[src/rtl/mkio_pkg.sv]
// Shared definitions for the remote-terminal receive path: FSM encoding,
// pause/pulse lengths and status word field layout.
package mkio_pkg;

  typedef enum logic [2:0] {
    ST_IDLE       = 3'd0,
    ST_RECV_WAIT  = 3'd1,
    ST_PAUSE_WAIT = 3'd2,
    ST_LOAD_SW    = 3'd3,
    ST_SEND_SW    = 3'd4,
    ST_END_WAIT   = 3'd5
  } rt_state_e;

  localparam logic [7:0] PAUSE_CW_SW  = 8'hFF;
  localparam logic [1:0] TX_PULSE_LEN = 2'd2;

  localparam int SW_ADDR_MSB = 15;
  localparam int SW_ADDR_LSB = 11;
  localparam int SW_MERR_BIT = 10;

  function automatic logic [15:0] status_word(input logic [4:0] addr, input logic merr);
    logic [15:0] sw;
    sw = '0;
    sw[SW_ADDR_MSB:SW_ADDR_LSB] = addr;
    sw[SW_MERR_BIT] = merr;
    return sw;
  endfunction

endpackage

[src/rtl/rt_rx_mem.sv]
// 32x16 received-word buffer: one write port, registered read port.
// Contents are never reset; only the read register is.
module rt_rx_mem (
  input  logic        clk,
  input  logic        reset,
  input  logic        we,
  input  logic [4:0]  waddr,
  input  logic [15:0] wdata,
  input  logic [4:0]  raddr,
  output logic [15:0] rdata
);

  logic [15:0] mem [32];

  always_ff @(posedge clk) begin
    if (we) mem[waddr] <= wdata;
  end

  // Same-address write/read returns the old word (read-before-write).
  always_ff @(posedge clk) begin
    if (!reset) rdata <= '0;
    else        rdata <= mem[raddr];
  end

endmodule

[src/rtl/rt_rx_device.sv]
// Remote terminal receive controller: stores data words, pauses, then sends
// a status word. Define RT_RX_TIMEOUT_EN to enable the inter-word timeout.
module rt_rx_device #(
  parameter logic [4:0] ADDRESS      = 5'd1,
  parameter logic [7:0] WORD_TIMEOUT = 8'd100
) (
  input  logic        clk,
  input  logic        reset,
  input  logic        start,
  input  logic [15:0] rx_data,
  input  logic        rx_valid,
  input  logic        p_error,
  output logic [15:0] tx_data,
  output logic        tx_cd,
  output logic        tx_ready,
  input  logic        tx_busy,
  input  logic [4:0]  rd_addr,
  output logic [15:0] rd_data,
  output logic        busy,
  output logic        done,
  output logic        msg_error,
  output logic [5:0]  word_cnt
);
  import mkio_pkg::*;

  rt_state_e  state;
  logic [5:0] n_words;
  logic [7:0] pause_cnt;
  logic [1:0] pulse_cnt;
  logic       mem_we;
`ifdef RT_RX_TIMEOUT_EN
  logic [7:0] tout_cnt;
`endif

  assign mem_we = reset && !start && rx_valid && (state == ST_RECV_WAIT);

  rt_rx_mem u_mem (
    .clk   (clk),
    .reset (reset),
    .we    (mem_we),
    .waddr (word_cnt[4:0]),
    .wdata (rx_data),
    .raddr (rd_addr),
    .rdata (rd_data)
  );

  always_ff @(posedge clk) begin
    if (!reset) begin
      state     <= ST_IDLE;
      n_words   <= '0;
      pause_cnt <= '0;
      pulse_cnt <= '0;
      tx_data   <= '0;
      tx_cd     <= 1'b0;
      tx_ready  <= 1'b0;
      busy      <= 1'b0;
      done      <= 1'b0;
      msg_error <= 1'b0;
      word_cnt  <= '0;
`ifdef RT_RX_TIMEOUT_EN
      tout_cnt  <= '0;
`endif
    end else begin
      done <= 1'b0;
      if (start) begin
        // A new command restarts the message from any state; a coincident data word is dropped.
        state     <= ST_RECV_WAIT;
        n_words   <= (rx_data[4:0] == 5'd0) ? 6'd32 : {1'b0, rx_data[4:0]};
        word_cnt  <= '0;
        pause_cnt <= '0;
        pulse_cnt <= '0;
        tx_ready  <= 1'b0;
        msg_error <= p_error;
        busy      <= 1'b1;
`ifdef RT_RX_TIMEOUT_EN
        tout_cnt  <= '0;
`endif
      end else begin
        case (state)
          ST_RECV_WAIT: begin
            if (rx_valid) begin
              word_cnt <= word_cnt + 6'd1;
              if (p_error) msg_error <= 1'b1;
              if (word_cnt + 6'd1 == n_words) state <= ST_PAUSE_WAIT;
`ifdef RT_RX_TIMEOUT_EN
              tout_cnt <= '0;
            end else if (tout_cnt == WORD_TIMEOUT - 8'd1) begin
              msg_error <= 1'b1;
              busy      <= 1'b0;
              tout_cnt  <= '0;
              state     <= ST_IDLE;
            end else begin
              tout_cnt <= tout_cnt + 8'd1;
`endif
            end
          end
          ST_PAUSE_WAIT: begin
            if (pause_cnt == PAUSE_CW_SW) begin
              pause_cnt <= '0;
              state     <= ST_LOAD_SW;
            end else begin
              pause_cnt <= pause_cnt + 8'd1;
            end
          end
          ST_LOAD_SW: begin
            tx_data   <= status_word(ADDRESS, msg_error);
            tx_cd     <= 1'b0;
            pulse_cnt <= '0;
            state     <= ST_SEND_SW;
          end
          ST_SEND_SW: begin
            // Request is held for TX_PULSE_LEN+1 cycles once the encoder is free.
            if (!tx_ready) begin
              if (!tx_busy) tx_ready <= 1'b1;
            end else if (pulse_cnt == TX_PULSE_LEN) begin
              tx_ready  <= 1'b0;
              pulse_cnt <= '0;
              state     <= ST_END_WAIT;
            end else begin
              pulse_cnt <= pulse_cnt + 2'd1;
            end
          end
          ST_END_WAIT: begin
            if (!tx_busy) begin
              done  <= 1'b1;
              busy  <= 1'b0;
              state <= ST_IDLE;
            end
          end
          default: state <= ST_IDLE;
        endcase
      end
    end
  end

endmodule

[config.mk]
export PLATFORM = sky130hd
export DESIGN_NAME = rt_rx_device
export DESIGN_NICKNAME = d
export VERILOG_FILES = /design/src/rtl/mkio_pkg.sv /design/src/rtl/rt_rx_mem.sv /design/src/rtl/rt_rx_device.sv
export SDC_FILE = /design/constraint.sdc
export NUM_CORES = 1
export LEC_CHECK = 0
export CAP_MARGIN = 25
export CORE_MARGIN = 3
export CORE_UTILIZATION = 45
export DETAILED_ROUTE_END_ITERATION = 8
export HOLD_SLACK_MARGIN = 0.1
export RECOVER_POWER = 100
export REMOVE_ABC_BUFFERS = 1
export SETUP_SLACK_MARGIN = 0.4
export SLEW_MARGIN = 10
export SYNTH_ARGS = -nofsm -noshare
export SYNTH_HDL_FRONTEND = slang
export SYNTH_HIERARCHICAL = 1
export SYNTH_SLANG_ARGS = --single-unit
[constraint.sdc]
create_clock -name clk -period 10.02 [get_ports clk]
set_input_delay 3.006 -clock clk [delete_from_list [all_inputs] [get_ports clk]]
set_output_delay 3.006 -clock clk [all_outputs]
set_load 0.02 [all_outputs]
==> impl.org <==
** STA
- Of the available clock period, the critical path in the final layout requires 0.691.
- The final-report hold violation count is 0.
- Setup repair after global routing left no endpoint under its margin.
- The routed design could run at a clock period as short as 6920 ps.
- Derived from the worst setup path, the maximum achievable clock frequency is 0.144 GHz.
- Slew of the pin with the lowest slew margin :: 2920 ps
- The number of slew-limit violations in the final report is 750.
- After routing, the total negative slack on setup checks comes to 0 ps.
- Worst slew margin relative to its limit :: -0.949
- Worst setup skew after layout :: 25.2 ps
- Number of setup violations in the final report :: 0
- Worst hold-check slack :: roughly 460 ps
- Worst path setup slack after routing :: 3100 ps

** Place
- Worst slack, placed :: around 3200 ps
- Weighted congestion reported at the end of routability-driven placement :: 0.933
- Detailed placer's ending HPWL :: roughly 28000 um
- IO Port Bufs :: 54

** Yosys
- Yosys printed 6 warnings.
- Counting flops with a built-in enable in the synthesized netlist gives roughly 510.
- Of the total synthesized cell area, the portion taken by XOR and XNOR cells is 0.00485.
- Combinational family with the most area after synthesis :: multiplexers
- Of the post-synthesis cell area, the part taken by muxes is 0.151.
- Synthesized area :: 21700 sq um
- Of the post-synthesis cell area, the dominant cell type holds 0.709.
- Complex-gate fraction of the synthesized area :: 0.0384
- Synth Register Bits :: 559
- Synthesis instantiated 53 different standard cells from the library.
- Fraction of the yosys area taken by sequential cells :: 0.752
- Cell accounting for the most synthesized area :: edfxtp_1
- Main area contributors after synthesis :: edfxtp_1 71%, mux4_2 12%, dfxtp_1 4.3%
- Synthesized area per cell :: 19.9 sq um
- Of the total synthesized cell area, the portion taken by AND, OR, NAND and NOR gates is 0.0320.
- Proportion of register bits with asynchronous set or reset after synthesis :: 0
- Among all flip-flop cells after synthesis, the most frequent one is edfxtp_1.
- Of the total synthesized cell area, the portion taken by full adders, half adders and majority gates is 0.00115.
- Synthesis produced 1087 cells.

** CTS
- Number of buffers added for setup after CTS :: 0
- The tree is rooted in a clkbuf_16.
- Buffer depth of the longest clock path :: 3
- Number of sinks handled by clock tree synthesis :: 559
- Clock tree synthesis inserted a total of 54 buffers.
- Number of hold-repair buffers added at the cts stage :: 0
- Post-cts repair resize count :: 0
- The H-tree was split into 2 levels.
- TritonCTS built the clock tree.
- Clock-pin slew reported for the worst setup and hold paths after clock tree synthesis :: 60 ps
- Clock latency on the worst-skew pair, taken at its later pin, is 600 ps.

** Worst hold path
- Counting instances, the worst hold path has a depth of 1.
- The startpoint identified for the worst hold timing path is tx_data[11].
- Min-Delay Path Class :: flip-flop to flip-flop
- For hold timing, the worst endpoint is tx_data[11].

** Critical path
- Crit Reg-Reg Endpoint :: u_mem/mem[1][6]
- FF-to-FF path depth :: 5
- The largest single stage delay on the critical path is 2140 ps.
- At the worst endpoint, the required time is about 10000 ps.
- In this design, the largest share of critical-path delay is due to buffers and inverters.
- The critical path in this run is classified as input port to flip-flop.
- Slowest cell on the critical path :: clkbuf_2
- The most critical setup path has its startpoint at rd_addr[0].
- For flop-to-flop paths, the worst setup slack is 6420 ps.
- The worst setup path is captured at a flip-flop.
- Worst path arrival time :: 7370 ps
- The startpoint identified for the worst register-to-register timing path is state[0].
- STA classifies the critical path startpoint as an input port.
- Count of buffering cells on the critical path with inverters included :: 2
- Worst-path fanout max :: 74
- Critical-path cell list :: clkbuf_8, clkbuf_2, mux4_2, mux2_1, o221ai_1, a31oi_1

** Run
- Number of max-cap violations :: 26

** Die
- Site Rows :: 79
- The floorplan step set the die width to approximately 230 um.
- Die height :: 226 um
- For this configuration, the core starts out at a cell density of 0.461.
- Number of top-level design ports :: 70
- The core region is 47100 sq um.
- Die area :: 50900 sq um

** Global routing
- Overall overflow remaining after global route :: 0
- Antenna violations before repair :: 0
- First-pass GRT wire length :: 69800 um
- Number of global-route vias before repair :: ~10000
- For this run, the total global-route usage over all layers was measured as 0.189.
- Maximum number of pins on one net before global-route repair :: 75

** Layout
- Share of layout cells above drive strength 1 :: 0.195
- Net count, final :: around 1200
- Leading cell type in the layout, fill and taps excluded :: edfxtp_1
- Most used cells in the layout excluding fill and tap cells :: 512 x edfxtp_1, 112 x mux4_2, 57 x nor2_1
- Antenna Cells :: 0
- Area added between synthesis and finish :: 12.8%

** Routing
- After detailed routing, the number of remaining DRC violations is 0.
- DR vias :: 10600
- Count of routing violations after the opening detailed-route iteration :: 1187
- After detailed routing, the number of vias per cell comes to between 5 and 6.
- In the final routed layout, each cell accounts on average for 26.0 um.
- Before antenna repair, the detailed router went through 5 iterations.
- Final routed wirelength across all metal layers :: 47600 um
- Antenna Nets Post-Route :: 0

** Pwr
- The analysis attributes to cell leakage a power of 7.69 nW.
- PD cells :: 195 nW/um^2
- Overall power consumption after layout is estimated at 4.77 mW.
- Worst-case vdd ir drop :: 0.137 mV

** Run status
- The run finished, with violations left.
- Violated checks :: max-capacitance violations, max-slew violations
cells by family (layout without fill, tap and decap cells):
family	after synthesis	after routing
flops	559	559
mux	183	183
xor+xnor	12	12
fa+ha+maj	2	2
simple gates	140	140
compound gates	113	113
other cells	1	15
buf+inv	77	196
worst max path at each step:
stage               depth (start not counted)  slack [ps]               end
floorplan                                   4        4690  u_mem/mem[28][0]
global placement                            5        3040  u_mem/mem[8][15]
detailed placement                          6        3190  u_mem/mem[17][4]
CTS                                         5        3820  u_mem/mem[1][12]
global route                                6        2600    u_mem/rdata[9]
finish                                      6        3100   u_mem/rdata[15]
worst reg2reg max path, stage by stage, from the launching register on:
cell      delay [ps]
dfxtp_1          490
nor3b_2          320
nand2_1          170
nor2_1           300
nand3b_1         490
nor2_1          1400
per-layer routing:
| layer | track usage | wire length [um] |
|---|---|---|
| met1 | 0.291 | 21100 |
| met2 | 0.283 | 22100 |
| met3 | 0.0314 | 3250 |
| met5 | 0 | 0 |
| met4 | 0.0523 | 1150 |
flip-flops by register name (all words and copies together), names as in the netlist, 2 cells and up:
name and count:
n_words 6, pause_cnt 8, pulse_cnt 2, state 3
tx_data 2, u_mem/mem 512, u_mem/rdata 16, word_cnt 6
cell type report:
cell class	instances	area [sq um]
multi-input combinational	465	4980
timing repair buffer	91	682
clock buffer	78	1540
tap	607	759
sequential	559	16300
fill	3732	22600
clock inverter	23	161
inverter	4	15.0
through the flow:
step	area (sq um)	instances	util
after global routing	24500	1827	0.520
after CTS	24600	1827	0.524
after detailed placement	22900	1726	0.487
final	24500	1827	0.520
after floorplan	21300	1028	-
after global placement	22900	1725	0.487
where the power goes:
part	switching (mW)	internal (mW)	leakage, nW
Combinational	0.160	0.0950	1.86
Clock	0.833	1.12	0.843
Sequential	0.00972	2.56	4.99
cells in the mapped netlist, types with 2 or more instances:
cell / n
buf_6: 7
ha_1: 2
or3_1: 4
a21oi_1: 9
nor3_1: 6
nor2_1: 57
xnor2_1: 4
and3_1: 2
mux2i_1: 39
inv_1: 3
nand2b_1: 4
a221oi_1: 10
dfxtp_1: 47
a211o_1: 2
clkbuf_1: 22
a22oi_1: 18
nand2_1: 26
o221ai_1: 16
a21boi_0: 3
edfxtp_1: 512
and4_1: 2
buf_4: 19
a31oi_1: 18
or3b_2: 3
nand3_1: 7
mux2_2: 32
buf_1: 7
nor2b_1: 10
o2111ai_1: 6
and2_1: 3
nand3b_1: 8
nor3b_2: 2
buf_2: 18
xor2_1: 8
mux4_2: 112
o21ai_0: 20
nand4_1: 3
(Power assumes the default switching activity.)
